File: config.mk
export PLATFORM = sky130hd
export DESIGN_NAME = sm_pixel_source
export DESIGN_NICKNAME = d
export VERILOG_FILES = /design/src/rtl/sm_pkg.sv /design/src/rtl/axis_beat_hold.sv /design/src/rtl/sm_pixel_source.sv
export SDC_FILE = /design/constraint.sdc
export NUM_CORES = 1
export LEC_CHECK = 0
export ABC_AREA = 1
export CORE_ASPECT_RATIO = 1.75
export CORE_MARGIN = 1.5
export CORE_UTILIZATION = 39
export DETAILED_ROUTE_END_ITERATION = 16
export DONT_BUFFER_PORTS = 1
export PLACE_DENSITY = 0.59
export SYNTH_ARGS = -nofsm -noshare
export SYNTH_HDL_FRONTEND = slang
export SYNTH_SLANG_ARGS = --single-unit
File: constraint.sdc
create_clock -name aclk -period 1.49 [get_ports aclk]
set_input_delay 0.2235 -clock aclk [delete_from_list [all_inputs] [get_ports aclk]]
set_output_delay 0.2235 -clock aclk [all_outputs]
set_load 0.03 [all_outputs]
File: src/rtl/sm_pkg.sv
// rtl/sm_pkg.sv - shared types, defaults and width helpers for the Sherman-Morrison pixel source
package sm_pkg;

  // Defaults shared with the system-level bench.
  localparam int SM_DATA_WIDTH     = 16;
  localparam int SM_NUM_BANDS      = 16;
  localparam int SM_NUM_PIXELS     = 64;
  localparam int SM_DIVIDEND_WIDTH = 8;

  typedef enum logic [1:0] {
    IDLE   = 2'd0,
    DIV    = 2'd1,
    STREAM = 2'd2,
    FIN    = 2'd3
  } state_t;

  typedef logic [SM_DATA_WIDTH-1:0] sample_t;

  // Width of a counter running 0..n-1; never less than one bit so tiny frames stay legal.
  function automatic int cnt_width(input int n);
    return (n <= 2) ? 1 : $clog2(n);
  endfunction

endpackage

File: src/rtl/axis_beat_hold.sv
// rtl/axis_beat_hold.sv - single-beat AXI-Stream output register with pause sampling
module axis_beat_hold #(
  parameter int DATA_WIDTH = 16
) (
  input  logic                  clk_i,
  input  logic                  rst_ni,
  input  logic                  pause_i,
  input  logic                  load_i,
  input  logic [DATA_WIDTH-1:0] data_i,
  input  logic                  last_i,
  input  logic                  tready_i,
  output logic                  launch_ok_o,
  output logic                  accept_o,
  output logic                  tvalid_o,
  output logic [DATA_WIDTH-1:0] tdata_o,
  output logic                  tlast_o
);

  logic                  tvalid_q;
  logic                  tlast_q;
  logic [DATA_WIDTH-1:0] tdata_q;

  // A beat transfers on valid&ready; a new beat may enter only when the slot is empty
  // or draining this cycle, and pause is only consulted at exactly those points.
  always_comb begin
    accept_o    = tvalid_q && tready_i;
    launch_ok_o = !pause_i && (!tvalid_q || tready_i);
  end

  // Hold register: a pending beat stays frozen until it is accepted.
  always_ff @(posedge clk_i or negedge rst_ni) begin
    if (!rst_ni) begin
      tvalid_q <= 1'b0;
      tlast_q  <= 1'b0;
      tdata_q  <= '0;
    end else if (load_i && launch_ok_o) begin
      tvalid_q <= 1'b1;
      tlast_q  <= last_i;
      tdata_q  <= data_i;
    end else if (accept_o) begin
      tvalid_q <= 1'b0;
      tlast_q  <= 1'b0;
    end
  end

  assign tvalid_o = tvalid_q;
  assign tdata_o  = tdata_q;
  assign tlast_o  = tlast_q;

endmodule

File: src/rtl/sm_pixel_source.sv
// rtl/sm_pixel_source.sv - AXI-Stream pixel vector source with per-frame dividend pulse
module sm_pixel_source
  import sm_pkg::*;
#(
  parameter int                        DATA_WIDTH     = SM_DATA_WIDTH,
  parameter int                        NUM_BANDS      = SM_NUM_BANDS,
  parameter int                        NUM_PIXELS     = SM_NUM_PIXELS,
  parameter int                        DIVIDEND_WIDTH = SM_DIVIDEND_WIDTH,
  parameter logic [DIVIDEND_WIDTH-1:0] DIVIDEND_VALUE = 8'd16,
  parameter logic [DATA_WIDTH-1:0]     SEED           = '0
) (
  input  logic                      aclk,
  input  logic                      aresetn,
  input  logic                      start,
  input  logic                      pause,
  output logic [DATA_WIDTH-1:0]     M_AXIS_tdata,
  output logic                      M_AXIS_tvalid,
  input  logic                      M_AXIS_tready,
  output logic                      M_AXIS_tlast,
  output logic [DIVIDEND_WIDTH-1:0] M_AXIS_DIVIDEND_tdata,
  output logic                      M_AXIS_DIVIDEND_tvalid,
  output logic                      busy,
  output logic                      done
);

  localparam int              BW        = cnt_width(NUM_BANDS);
  localparam int              PW        = cnt_width(NUM_PIXELS);
  localparam logic [BW-1:0]   BAND_MAX  = BW'(NUM_BANDS - 1);
  localparam logic [PW-1:0]   PIX_MAX   = PW'(NUM_PIXELS - 1);

  state_t                    state_q;
  logic [BW-1:0]             band_q, band_d;
  logic [PW-1:0]             pix_q, pix_d;
  logic [DATA_WIDTH-1:0]     acc_q, acc_d;
  logic                      busy_q;
  logic                      done_q;
  logic                      div_valid_q;
  logic [DIVIDEND_WIDTH-1:0] div_data_q;

  logic accept;
  logic launch_ok;
  logic load;
  logic hold_en;
  logic final_accept;
  logic beat_last;

  // Counters point at the beat currently pending (or next to launch); they advance on
  // each handshake, and the post-handshake values feed a beat launched in that same cycle.
  always_comb begin
    band_d       = band_q;
    pix_d        = pix_q;
    acc_d        = acc_q;
    final_accept = accept && (state_q == STREAM) && (band_q == BAND_MAX) && (pix_q == PIX_MAX);
    if (accept) begin
      acc_d = acc_q + DATA_WIDTH'(1);
      if (band_q == BAND_MAX) begin
        band_d = '0;
        pix_d  = (pix_q == PIX_MAX) ? '0 : pix_q + PW'(1);
      end else begin
        band_d = band_q + BW'(1);
      end
    end
    beat_last = (band_d == BAND_MAX);
    // The first beat is launched from DIV so it appears two cycles after start.
    hold_en   = (state_q == DIV) || ((state_q == STREAM) && !final_accept);
    load      = hold_en && launch_ok;
  end

  axis_beat_hold #(
    .DATA_WIDTH (DATA_WIDTH)
  ) u_hold (
    .clk_i       (aclk),
    .rst_ni      (aresetn),
    .pause_i     (pause),
    .load_i      (load),
    .data_i      (acc_d),
    .last_i      (beat_last),
    .tready_i    (M_AXIS_tready),
    .launch_ok_o (launch_ok),
    .accept_o    (accept),
    .tvalid_o    (M_AXIS_tvalid),
    .tdata_o     (M_AXIS_tdata),
    .tlast_o     (M_AXIS_tlast)
  );

  // Frame sequencer with registered dividend, busy and done outputs.
  always_ff @(posedge aclk or negedge aresetn) begin
    if (!aresetn) begin
      state_q     <= IDLE;
      band_q      <= '0;
      pix_q       <= '0;
      acc_q       <= '0;
      busy_q      <= 1'b0;
      done_q      <= 1'b0;
      div_valid_q <= 1'b0;
      div_data_q  <= '0;
    end else begin
      done_q      <= 1'b0;
      div_valid_q <= 1'b0;
      div_data_q  <= '0;
      case (state_q)
        IDLE: begin
          if (start) begin
            state_q     <= DIV;
            busy_q      <= 1'b1;
            div_valid_q <= 1'b1;
            div_data_q  <= DIVIDEND_VALUE;
            band_q      <= '0;
            pix_q       <= '0;
            acc_q       <= SEED;
          end
        end
        DIV: begin
          state_q <= STREAM;
        end
        STREAM: begin
          band_q <= band_d;
          pix_q  <= pix_d;
          acc_q  <= acc_d;
          if (final_accept) begin
            state_q <= FIN;
            done_q  <= 1'b1;
          end
        end
        FIN: begin
          state_q <= IDLE;
          busy_q  <= 1'b0;
        end
        default: begin
          state_q <= IDLE;
        end
      endcase
    end
  end

  assign M_AXIS_DIVIDEND_tvalid = div_valid_q;
  assign M_AXIS_DIVIDEND_tdata  = div_data_q;
  assign busy                   = busy_q;
  assign done                   = done_q;

endmodule

=== Word level (Yosys, flattened, before mapping) ===
Index checks and enable logic that the tools add are counted.

* Add/sub/neg operators: 3
* Equal/unequal tests: 10
* Muxes and demuxes: 26
* Reduce and logical (&&, ||, !) cells: 21

{| class="wikitable"
|+ Operators by type and width
! operator !! number
|-
| 16-bit 2-to-1 mux || 2
|-
| 16-bit one-hot mux with 2 select lines || 1
|-
| 6-bit 2-to-1 mux || 4
|-
| 16-bit by 1-bit adder with 16-bit output (second input constant) || 1
|-
| 4-bit 2-to-1 mux || 3
|-
| 6-bit one-hot mux with 2 select lines || 1
|-
| 5-bit 2-to-1 mux || 2
|-
| 4-bit equality test (second input constant) || 2
|-
| 1-bit logical AND || 8
|-
| 1-bit 2-to-1 mux || 8
|-
| 2-bit one-hot mux with 4 select lines || 1
|-
| 4-bit one-hot mux with 2 select lines || 1
|-
| 6-bit by 1-bit adder with 6-bit output (second input constant) || 1
|-
| 6-bit equality test (second input constant) || 1
|-
| 2-bit != test (second input constant) || 3
|-
| 2-bit AND reduction || 3
|-
| 2-bit nonzero test || 3
|-
| 4-bit by 1-bit adder with 4-bit output (second input constant) || 1
|-
| 2-bit equality test (second input constant) || 2
|-
| 2-bit 2-to-1 mux || 2
|-
| 4-bit AND reduction || 1
|-
| 1-bit zero test || 3
|-
| 2-bit by 1-bit equality test with 1-bit output (second input constant) || 1
|-
| 2-bit zero test || 1
|-
| 3 further kinds || 4
|}

* Register bits: 57
* Input bits: 5
* Output and inout bits: 29
* Logic and storage cells: 71

=== Depth between registers and ports, before layout ===
* Depth in word-level cells: 10
* Gate-level depth with buffers: 10

=== Hierarchy ===
A second synthesis with hierarchy kept.

* Cell total of the unflattened synthesis: 355
* Area, all modules: 2,755.1 um2

{| class="wikitable"
|+ Modules (own cells, without submodules)
! module !! times used !! cells an instance !! area an instance (um2) !! seq. area each (um2)
|-
| sm_pixel_source || 1 || 271 || 1,976.9 || 775.7
|-
| axis_beat_hold || 1 || 84 || 778.2 || 450.4
|}

=== Worst setup path after synthesis ===
No wires, ideal clock.

* Path kind: reg2reg
* From: reg u_hold.tvalid_q (netlist: u_hold.tvalid_o)
* To: reg u_hold.tdata_q[15] (netlist: u_hold.tdata_o[15])
* Setup time: 0.117 ns
* Arrival: 1.418 ns
* Path slack: -0.044 ns
* Stages on the path, launching flop included: 9
* Path buffers: 1
* Cell sequence: dfrtp_1 nand2_2 o21ai_2 nand3b_1 nand2_1 buf_6 inv_2 nand2_1 nand2_1

* Cells in the longest elaborated chain, start to end: 9
* Elaborated cells on any way between the ends: 13

{| class="wikitable"
|+ Ends and longest elaborated chain
! item !! RTL line !! source
|-
| start: declaration || axis_beat_hold.sv:19 || <nowiki>logic tvalid_q;</nowiki>
|-
| start signal: assignment || axis_beat_hold.sv:33 || <nowiki>tvalid_q <= 1'b0;</nowiki>
|-
| start signal: assignment || axis_beat_hold.sv:37 || <nowiki>tvalid_q <= 1'b1;</nowiki>
|-
| start signal: assignment || axis_beat_hold.sv:41 || <nowiki>tvalid_q <= 1'b0;</nowiki>
|-
| 1-bit logical AND || axis_beat_hold.sv:26 || <nowiki>accept_o = tvalid_q && tready_i;</nowiki>
|-
| 1-bit logical AND (3 in series) || sm_pixel_source.sv:53 || <nowiki>final_accept = accept && (state_q == STREAM) && (band_q == BAND_MAX) && (pix_q == PIX_MAX);</nowiki>
|-
| 1-bit zero test || sm_pixel_source.sv:65 || <nowiki>hold_en = (state_q == DIV) || ((state_q == STREAM) && !final_accept);</nowiki>
|-
| 1-bit logical AND || sm_pixel_source.sv:65 ||
|-
| 1-bit logical OR || sm_pixel_source.sv:65 ||
|-
| 1-bit logical AND || sm_pixel_source.sv:66 || <nowiki>load = hold_en && launch_ok;</nowiki>
|-
| 1-bit logical AND || axis_beat_hold.sv:36 || <nowiki>end else if (load_i && launch_ok_o) begin</nowiki>
|-
| end signal: assignment || axis_beat_hold.sv:39 || <nowiki>tdata_q <= data_i;</nowiki>
|-
| end: declaration || axis_beat_hold.sv:21 || <nowiki>logic [DATA_WIDTH-1:0] tdata_q;</nowiki>
|}

Parallel ways exist; a longest one is shown, timed or not.
A chain may end at the register's enable or synchronous reset.

=== Worst setup path in the final report ===
* From: reg state_q[1]
* To: reg pix_q[2]

* Cells in the longest elaborated chain, start to end: 3
* Elaborated cells on any way between the ends: 8

{| class="wikitable"
|+ Ends and longest elaborated chain
! item !! RTL line !! source
|-
| start: declaration || sm_pixel_source.sv:31 || <nowiki>state_t state_q;</nowiki>
|-
| start signal: assignment || sm_pixel_source.sv:89 || <nowiki>state_q <= IDLE;</nowiki>
|-
| start signal: assignment || sm_pixel_source.sv:104 || <nowiki>state_q <= DIV;</nowiki>
|-
| start signal: assignment || sm_pixel_source.sv:114 || <nowiki>state_q <= STREAM;</nowiki>
|-
| 2-bit equality test or 2-bit zero test (tied branches) || sm_pixel_source.sv:101 || <nowiki>case (state_q)</nowiki>
|-
| 2-bit by 1-bit != test with 1-bit output (no line), or another cell as far along || - ||
|-
| 4-bit AND reduction (no line) || - ||
|-
| end signal: assignment || sm_pixel_source.sv:118 || <nowiki>pix_q <= pix_d;</nowiki>
|-
| end: declaration || sm_pixel_source.sv:33 || <nowiki>logic [PW-1:0] pix_q, pix_d;</nowiki>
|}

Parallel ways exist; a longest one is shown, timed or not.

==> flow_summary.yaml <==
synth:
  synth_area_um2: 2582
  syn_area_per_cell_um2: 7.873
  yosys-top-cells-area: "dfrtp_1 47%, nand2_1 16%, o21ai_0 6.0%"
  yosysMostFrequentCell: "nand2_1"
  yosysTopAreaCell: "dfrtp_1"
  ys_warn_count: 0
  synth_commonest_cells: "113 x nand2_1, 49 x dfrtp_1, 35 x inv_1"
  synth.distinct_cells: 30
  ys_ff_latch: 49
  synth_top_area_frac: 0.4748
  ys_seq_area_frac: 0.4748
  synth-edff-count: 0
  synthCells: 328
  ys_async_sr_fraction: 1.000
  ys.flop_type: "dfrtp_1"
power:
  switchingPower_w: 0.002089
  pwr_density_cell_nw_per_um2: 1650
  netSwitchingFraction: 0.3945
  ir_drop_uv: 975.8
  p_clk_frac: 0.216
  intPower_w: 0.003206
  sequentialPowerShare: 0.375
  p_leak_nw: 1.541
  combPwrFrac: 0.409
floorplan:
  rows: 39
  pin_count: 34
  die_h_um: 110.6
  die-area_um2: 7138
  core_area_um2: 6441
  die_w_um: 64.51
  start_util: 0.4009
clock_network:
  numClockSinks: 49
  cts_buffers: 5
  clockBufferDepth: 2
  clkLatencyLatePin_ns: 0.29
  h-tree-depth: 2
  cts-root-buf: "clkbuf_16"
  cts_tree: "yes"
  clkSlewWorstSetupHoldPaths_ns: 0.06
route:
  drtIter0Drc: 77
  drc: 0
  drt-total-wl_um: 5899
  wl_met2_um: 3343
  postRouteAntennaNets: 0
  dr.pass1.iters: 4
  m1WireLength_um: 2221
  vias_per_cell: 4.833
  route.met3.wl_um: 143
  via_count: 2175
  wl_per_cell_um: 13.11
  top_layer: "met4"
timing:
  drv_slew: 0
  slew_headroom: 0.6467
  worst_pin_slew_ns: 0.5303
  clock_skew_ns: 0.005136
  max_freq_mhz: 683.6
  holdWs_ns: 0.09240
  timing.final.hold_violations: 0
  period_minus_slack_ns: 1.463
  rsz0062_at_grt: "true"
  setup_viol: 0
  finalCritPeriodShare: 0.9818
placed_design:
  io_buffers: 0
  dpl.hpwl_um: 4335
  gp_congestion: 0.8725
  placed_area_um2: 2897
critical_path:
  cp_data_required_time_ns: 1.69
  crit_path_end_kind: "register"
  reg2reg_from: "state_q[1]$_DFFE_PN0P_"
  critical_path_class: "reg2reg"
  crit_path_start_kind: "register"
  crit_path_start: "state_q[1]$_DFFE_PN0P_"
  arrival_ns: 1.66
  worstPathMaxFanout: 7
finish:
  nNetsFinal: 379
  fin_util: 0.4983
  design_area_um2: 3209
  syn2layout_area_growth_pct: 24.27
  diodes: 0
  drive_above_1_share: 0.2228
global_route:
  grt_overflow: 0
  antenna_found_initial: 0
  grt_first_pass_wirelength_um: 9901
  grt_max_degree: 50
  grt_use_total: 0.1790
  grt_pass1_vias: 2208
flow_run:
  cap_viol_max_count: 0
worst_hold_path:
  hp-class: "in2reg"
  min-delay-start: "M_AXIS_tready"
run_status:
  status: "completed"
cells in the final DEF, fill, tap and decap left out, drive strengths merged:
master and instances:
a21oi 3, a22o 1, buf 38, clkbuf 8, conb 7, dfrtp 49
dlygate4sd3 1, ha 7, inv 38, nand2 115, nand3 16, nand3b 2
nand4 6, nor2 24, nor3 1, nor4 1, o21a 1, o21ai 34
o21bai 2, o22ai 5, o31ai 1, or2 1, xnor2 1, xor2 6
metal layers:
metal  vias up  global-route usage
met5         -                   0
met4         0             0.08652
met3        16             0.03666
met2        27              0.3271
met1      1022              0.1886
li1       1110                   -
final timing paths:
| path | endpoint | slack, ns | cells past startpoint |
|---|---|---|---|
| max | pix_q[2]$_DFFE_PN0P_ | 0.03 | 7 |
| min | u_hold.tvalid_o$_DFFE_PN0P_ | 0.09 | 3 |
| min reg2reg | pix_q[5]$_DFFE_PN0P_ | 0.52 | 2 |
| max in group asynchronous | pix_q[2]$_DFFE_PN0P_ | 0.82 | 2 |
| max reg2reg | pix_q[2]$_DFFE_PN0P_ | 0.03 | 7 |
| min in group asynchronous | busy$_DFFE_PN0P_ | 0.42 | 2 |
power groups by stage:
| stage | registers [W] | logic, W | clock network (W) |
|---|---|---|---|
| 6_report | 0.00198 | 0.00217 | 0.00115 |
| 3_5_place_dp | 0.00200 | 0.00195 | 0 |
| 3_3_place_gp | 0.00199 | 0.00191 | 0 |
| 2_1_floorplan | 0.00200 | 0.00113 | 0 |
| 5_1_grt | 0.00202 | 0.00241 | 0.00122 |
| 4_1_cts | 0.00197 | 0.00208 | 0.00118 |
repair_timing:
item	4_1_cts	5_1_grt
buffers inserted	2	1
hold buffers	2	0
resized for setup	6	38
endpoints found under the setup margin	11	43
endpoints found under the hold margin	49	0
pin swaps	2	6
critical path, stage by stage, from the launching register on:
cell and delay, ns:
dfrtp_1 0.40, inv_1 0.08, ha_2 0.20, nand2_1 0.09
o21ai_2 0.10, nand2_2 0.15, buf_4 0.17, o31ai_2 0.18
sequential cells by signal, summed over array words and instances, names as in the netlist:
register               flops
pix_q                      6
M_AXIS_DIVIDEND_tdata      1
state_q                    2
u_hold.tlast_o             1
band_q                     4
u_hold.tvalid_o            1
busy                       1
u_hold.tdata_o            16
done                       1
acc_q                     16
cell families after synthesis:
kind of cell | count (synthesis) | synth area share
adder cells (fa/ha/maj) | 7 | 0.03391
flip-flops | 49 | 0.4748
other | 1 | 0.001452
AO/OA/AOI/OAI | 47 | 0.1032
XOR/XNOR | 7 | 0.02374
buffers and inverters | 51 | 0.09205
AND/OR/NAND/NOR | 166 | 0.2708
layout make-up:
type | count | area (um^2)
multi-input combinational | 234 | 1235
fill | 666 | 3232
timing repair buffer | 39 | 344.1
tap | 82 | 102.6
sequential | 49 | 1229
inverter | 38 | 152.6
clock buffer | 8 | 146.4
through the flow:
stage	setup WS, ns	TNS [ns]	power (W)	std cells
after floorplan	0.03174	0	0.003126	334
after global placement	0.008549	0	0.003900	437
after detailed placement	-0.02184	-0.04341	0.003946	437
after CTS	0.003094	0	0.005233	449
after global routing	-0.08083	-0.7595	0.005656	450
final	0.02706	0	0.005295	450
No activity file was read; power rests on OpenSTA's default activity.
